<file path="src/rtl/falling_byte_column.sv">
// rtl/falling_byte_column.sv - one falling-target game column with LFSR spawn and hit detection
module falling_byte_column #(
    parameter int          ROWS          = 20,
    parameter int          FALL_TICKS    = 4,
    parameter int          RESPAWN_TICKS = 2,
    parameter logic [7:0]  SEED          = 8'hA5
) (
    input  logic       clock,
    input  logic       reset,
    input  logic       tick,
    input  logic       run,
    input  logic [7:0] user_input,
    input  logic       submit,
    output logic [4:0] ypos,
    output logic [7:0] letter,
    output logic       active,
    output logic       correct,
    output logic       game_over
);

    typedef enum logic [2:0] {
        S_IDLE  = 3'd0,
        S_SPAWN = 3'd1,
        S_FALL  = 3'd2,
        S_GAP   = 3'd3,
        S_OVER  = 3'd4
    } state_t;

    localparam int MAX_T = (FALL_TICKS > RESPAWN_TICKS) ? FALL_TICKS : RESPAWN_TICKS;
    localparam int CNT_W = $clog2(MAX_T + 1);

    localparam logic [CNT_W-1:0] FALL_LAST = CNT_W'(FALL_TICKS - 1);
    localparam logic [CNT_W-1:0] GAP_LAST  = CNT_W'(RESPAWN_TICKS - 1);
    localparam logic [CNT_W-1:0] CNT_ONE   = CNT_W'(1);
    localparam logic [4:0]       LAST_ROW  = 5'(ROWS - 1);
    localparam logic [7:0]       LFSR_MASK = 8'hB8;

    state_t           state_q, state_d;
    logic [7:0]       lfsr_q, lfsr_d;
    logic [4:0]       ypos_q, ypos_d;
    logic [7:0]       letter_q, letter_d;
    logic             active_q, active_d;
    logic             correct_q, correct_d;
    logic             over_q, over_d;
    logic [CNT_W-1:0] fall_cnt_q, fall_cnt_d;
    logic [CNT_W-1:0] gap_cnt_q, gap_cnt_d;
    logic             submit_q;

    // A held submit only counts on its first cycle.
    logic submit_edge;
    assign submit_edge = submit && !submit_q;

    // State register, LFSR and all column outputs; async reset to the idle column.
    always_ff @(posedge clock or posedge reset) begin
        if (reset) begin
            state_q    <= S_IDLE;
            lfsr_q     <= SEED;
            ypos_q     <= 5'd0;
            letter_q   <= 8'h00;
            active_q   <= 1'b0;
            correct_q  <= 1'b0;
            over_q     <= 1'b0;
            fall_cnt_q <= '0;
            gap_cnt_q  <= '0;
            submit_q   <= 1'b0;
        end else begin
            state_q    <= state_d;
            lfsr_q     <= lfsr_d;
            ypos_q     <= ypos_d;
            letter_q   <= letter_d;
            active_q   <= active_d;
            correct_q  <= correct_d;
            over_q     <= over_d;
            fall_cnt_q <= fall_cnt_d;
            gap_cnt_q  <= gap_cnt_d;
            submit_q   <= submit;
        end
    end

    // Next-state logic: spawn, fall with hit-before-drop priority, respawn gap, terminal over.
    always_comb begin
        state_d    = state_q;
        ypos_d     = ypos_q;
        letter_d   = letter_q;
        active_d   = active_q;
        correct_d  = 1'b0;
        over_d     = over_q;
        fall_cnt_d = fall_cnt_q;
        gap_cnt_d  = gap_cnt_q;
        // Galois step runs every clock so spawn values depend on player timing.
        lfsr_d     = {1'b0, lfsr_q[7:1]} ^ (lfsr_q[0] ? LFSR_MASK : 8'h00);

        case (state_q)
            S_IDLE: begin
                if (run) begin
                    state_d = S_SPAWN;
                end
            end
            S_SPAWN: begin
                letter_d   = lfsr_q;
                ypos_d     = 5'd0;
                active_d   = 1'b1;
                fall_cnt_d = '0;
                state_d    = S_FALL;
            end
            S_FALL: begin
                if (run && submit_edge && (user_input == letter_q)) begin
                    correct_d = 1'b1;
                    active_d  = 1'b0;
                    letter_d  = 8'h00;
                    gap_cnt_d = '0;
                    state_d   = S_GAP;
                end else if (tick && run) begin
                    if (fall_cnt_q == FALL_LAST) begin
                        fall_cnt_d = '0;
                        if (ypos_q == LAST_ROW) begin
                            over_d   = 1'b1;
                            active_d = 1'b0;
                            letter_d = 8'h00;
                            state_d  = S_OVER;
                        end else begin
                            ypos_d = ypos_q + 5'd1;
                        end
                    end else begin
                        fall_cnt_d = fall_cnt_q + CNT_ONE;
                    end
                end
            end
            S_GAP: begin
                if (tick && run) begin
                    if (gap_cnt_q == GAP_LAST) begin
                        gap_cnt_d = '0;
                        state_d   = S_SPAWN;
                    end else begin
                        gap_cnt_d = gap_cnt_q + CNT_ONE;
                    end
                end
            end
            S_OVER: begin
                over_d   = 1'b1;
                letter_d = 8'h00;
            end
            default: begin
                state_d = S_IDLE;
            end
        endcase
    end

    assign ypos      = ypos_q;
    assign letter    = letter_q;
    assign active    = active_q;
    assign correct   = correct_q;
    assign game_over = over_q;

endmodule

</file>
<file path="config.mk">
export PLATFORM = sky130hd
export DESIGN_NAME = falling_byte_column
export DESIGN_NICKNAME = d
export VERILOG_FILES = /design/src/rtl/falling_byte_column.sv
export SDC_FILE = /design/constraint.sdc
export NUM_CORES = 1
export LEC_CHECK = 0
export CAP_MARGIN = 20
export CORE_MARGIN = 5
export CORE_UTILIZATION = 40
export DETAILED_ROUTE_END_ITERATION = 7
export DONT_BUFFER_PORTS = 1
export SETUP_SLACK_MARGIN = 0.2
export SYNTH_ARGS = -nofsm -noshare
export SYNTH_HDL_FRONTEND = slang
export SYNTH_SLANG_ARGS = --single-unit
export TNS_END_PERCENT = 50
</file>
<file path="constraint.sdc">
create_clock -name clock -period 5.28 [get_ports clock]
set_clock_uncertainty 0.15 [all_clocks]
set_input_delay 1.056 -clock clock [delete_from_list [all_inputs] [get_ports clock]]
set_output_delay 1.056 -clock clock [all_outputs]
set_load 0.03 [all_outputs]
</file>
==> run summary <==
Routability cong.: 0.777
Largest net degree at the start of global routing: 35
Post-DR vias/cell: 5.57
Post-Synth Adder-Cell Area: 1.56%
R2r startpoint: letter[2]$_DFFE_PP0P_
Register area share after synthesis: 53.5%
Post-Syn Instances: 143
# setup viols final: 0
Final min period: 2.34 ns
Dpl ws: 2.62 ns
Final HPWL DP: 2.47 mm
Max-slew headroom: 57.8%
Sink Count: 34
WL final: 3.37 mm
IO Port Bufs: 0
Reg2reg path depth: 5
Crit-path max FO: 6
Final Net Count: 161
Number of global-route vias before repair: 1,150
Synth async-reset ratio: 100%
WL/cell: 17.1 um
Clk_lat worst skew: 0.29 ns
Core ar.: 3940 sq um
Max clock buf depth: 2
Worst-path clk slew: 0.07 ns
First-pass GRT wire length: 5.68 mm
Period Utilization, post-route: 44.2%
Layout cells sized above 1: 14.3%
CTS buffer count: 5
DRC viols: 0
Post-route insts no fill: 197
Routed Antenna Nets: 0
Main synth FF type: dfrtp_1
Mux cell area share after synthesis: 1.25%
Worst setup SP type: input pin
Net Count, Synth: 158
Status: complete, no violations
Num ports: 29
Post-synthesis simple-gate area fraction: 17.7%
Drt first pass iters: 4
CTS H-tree depth: 2
Yosys reg bits: 34
Initial Utilization: 40.6%
Largest family of logic cells by synthesized area: simple AND/OR/NAND/NOR gates
Initial antenna violation count: 0
Max-slew violations: 0
Die Span Y: 73.2 um
Max-cap viol count: 0
Synth Area per Inst: 11.2 sq um
Netlist cell types: 44
Setup WS post-layout: 2.94 ns
Placed Area: 1630 sq um
XOR/XNOR share of the synthesized area: 6.57%
Synth Area in Compound Gates: 15.5%
Die width: 73.2 um
Worst Hold Class: reg -> reg
All-layer global routing usage: 14.3%
CP startpoint: user_input[6]
Die ar.: 5360 sq um
Unrepaired setup endpoints after global routing: false
Cell area after layout: 1720 sq um
Post-CTS setup buffers: 0
Hold_sp: lfsr_q[1]$_DFF_PP0_
Hold Vio Cnt, Final: 0
Clk root buf: clkbuf_8
Area growth syn-to-layout: 7.82%
Hold_buf cts: 0
Routed via count: 1,097
WHS Path Cells: 0
Grt total ovfl: 0
CTS tree: built
Synth Cell Area: 1600 sq um
Rows: 23
Crit path arrival time: 2.37 ns
Peak VDD IR: 139 uV
Critical Path End Type: flop
Synth Warn #: 0
Number of synthesized flops with an enable pin: 0
First DRT Iteration DRCs: 70
PwrDens: 395 nW/um^2
Post-CTS resize count: 0
Critical path type: in -> reg
N_diodes: 0
Worst slew pin tran: 0.628 ns
WP data required: 5.31 ns
TNS Setup: 0 ns
Fmax: 428 MHz
Leakage: 0.734 nW
Cells after DPL: 189
## critical path, stage by stage
cell and delay (ns):
xnor2_1 0.22, nand4_1 0.14, nor3_1 0.51, o21ai_0 0.23
a21o_1 0.21
## kinds of logic (layout without fill, tap and decap cells)
group / count (synthesis) / after routing
AOI/OAI and AO/OA: 32 / 32
xor gates and xnor gates: 12 / 12
adders and majority gates: 2 / 2
buffers and inverters: 11 / 15
DFF: 34 / 34
muxes: 2 / 2
and+or+nand+nor: 50 / 50
## metrics by stage
step           hold slack (ns)  utilization [%]  total power [mW]
6_report                 0.235             43.7             0.681
5_1_grt                  0.247             43.7             0.724
4_1_cts                  0.237             43.7             0.686
3_5_place_dp             0.218             41.4             0.487
3_3_place_gp             0.211             41.4             0.482
2_1_floorplan            0.205                -             0.452
## final cells by class
type                    count  area [sq um]
clock inverters             1          5.00
multi-input cells          98           681
fillers                   366          2220
well taps                  50          62.6
flip-flops and latches     34           856
inverters                   5          18.8
repair buffers              2          15.0
clock buffers               7          86.3
## Yosys cell counts, types with 2 or more instances
master | instances | share of area, %
dfstp_2 | 4 | 6.6
dfrtp_1 | 30 | 47
nor2b_1 | 2 | 0.78
buf_2 | 2 | 0.63
or2_2 | 2 | 0.78
mux2i_1 | 2 | 1.3
ha_1 | 2 | 1.6
or4_1 | 2 | 0.94
a21oi_1 | 3 | 0.94
o31ai_1 | 2 | 0.94
nand3_1 | 3 | 0.94
o21ai_0 | 8 | 2.5
inv_1 | 5 | 1.2
nand4_1 | 7 | 2.7
nand2_1 | 14 | 3.3
xnor2_1 | 9 | 4.9
a32o_1 | 2 | 1.3
nor3_1 | 3 | 0.94
nor2_1 | 6 | 1.4
buf_6 | 2 | 1.4
a22o_1 | 8 | 4.4
xor2_1 | 3 | 1.6
## final timing paths
kind	to	slack, ns
setup / recovery	active$_DFFE_PP0P_	2.94
hold / removal	lfsr_q[0]$_DFF_PP1_	0.24
setup reg to reg	active$_DFFE_PP0P_	3.11
hold reg to reg	lfsr_q[0]$_DFF_PP1_	0.24
max in group asynchronous	lfsr_q[0]$_DFF_PP1_	4.05
min in group asynchronous	gap_cnt_q[2]$_DFFE_PP0P_	0.59
## metal layers
| layer | vias up | wire, um | track usage, % |
|---|---|---|---|
| met5 | - | 0 | 0 |
| li1 | 518 | - | - |
| met1 | 545 | 1490 | 17.1 |
| met2 | 27 | 1540 | 21.5 |
| met4 | 0 | 81 | 9.02 |
| met3 | 7 | 262 | 5.37 |
## layout by cell type (no fill, tap or decap), types with 3 or more instances in the layout
master,instances
a21oi_1,3
a22o_1,8
clkbuf_8,6
dfrtp_1,30
dfstp_2,4
inv_1,5
nand2_1,14
nand3_1,3
nand4_1,7
nor2_1,6
nor3_1,3
o21ai_0,8
xnor2_1,9
xor2_1,3
## registers in the layout, indices dropped and copies added, names as in the netlist
name	cells
letter	8
lfsr_q	8
ypos	5
fall_cnt_q	3
gap_cnt_q	3
state_q	3
active	1
correct	1
game_over	1
submit_q	1
## power breakdown
group / leakage (nW) / switching [mW] / internal [mW] / total (mW)
clock: 0.0482 / 0.0931 / 0.105 / 0.198
sequential: 0.440 / 0.0381 / 0.281 / 0.319
combinational: 0.245 / 0.0983 / 0.0661 / 0.164
total: 0.734 / 0.230 / 0.452 / 0.681
Note: power is estimated with default switching activity, not from simulation.
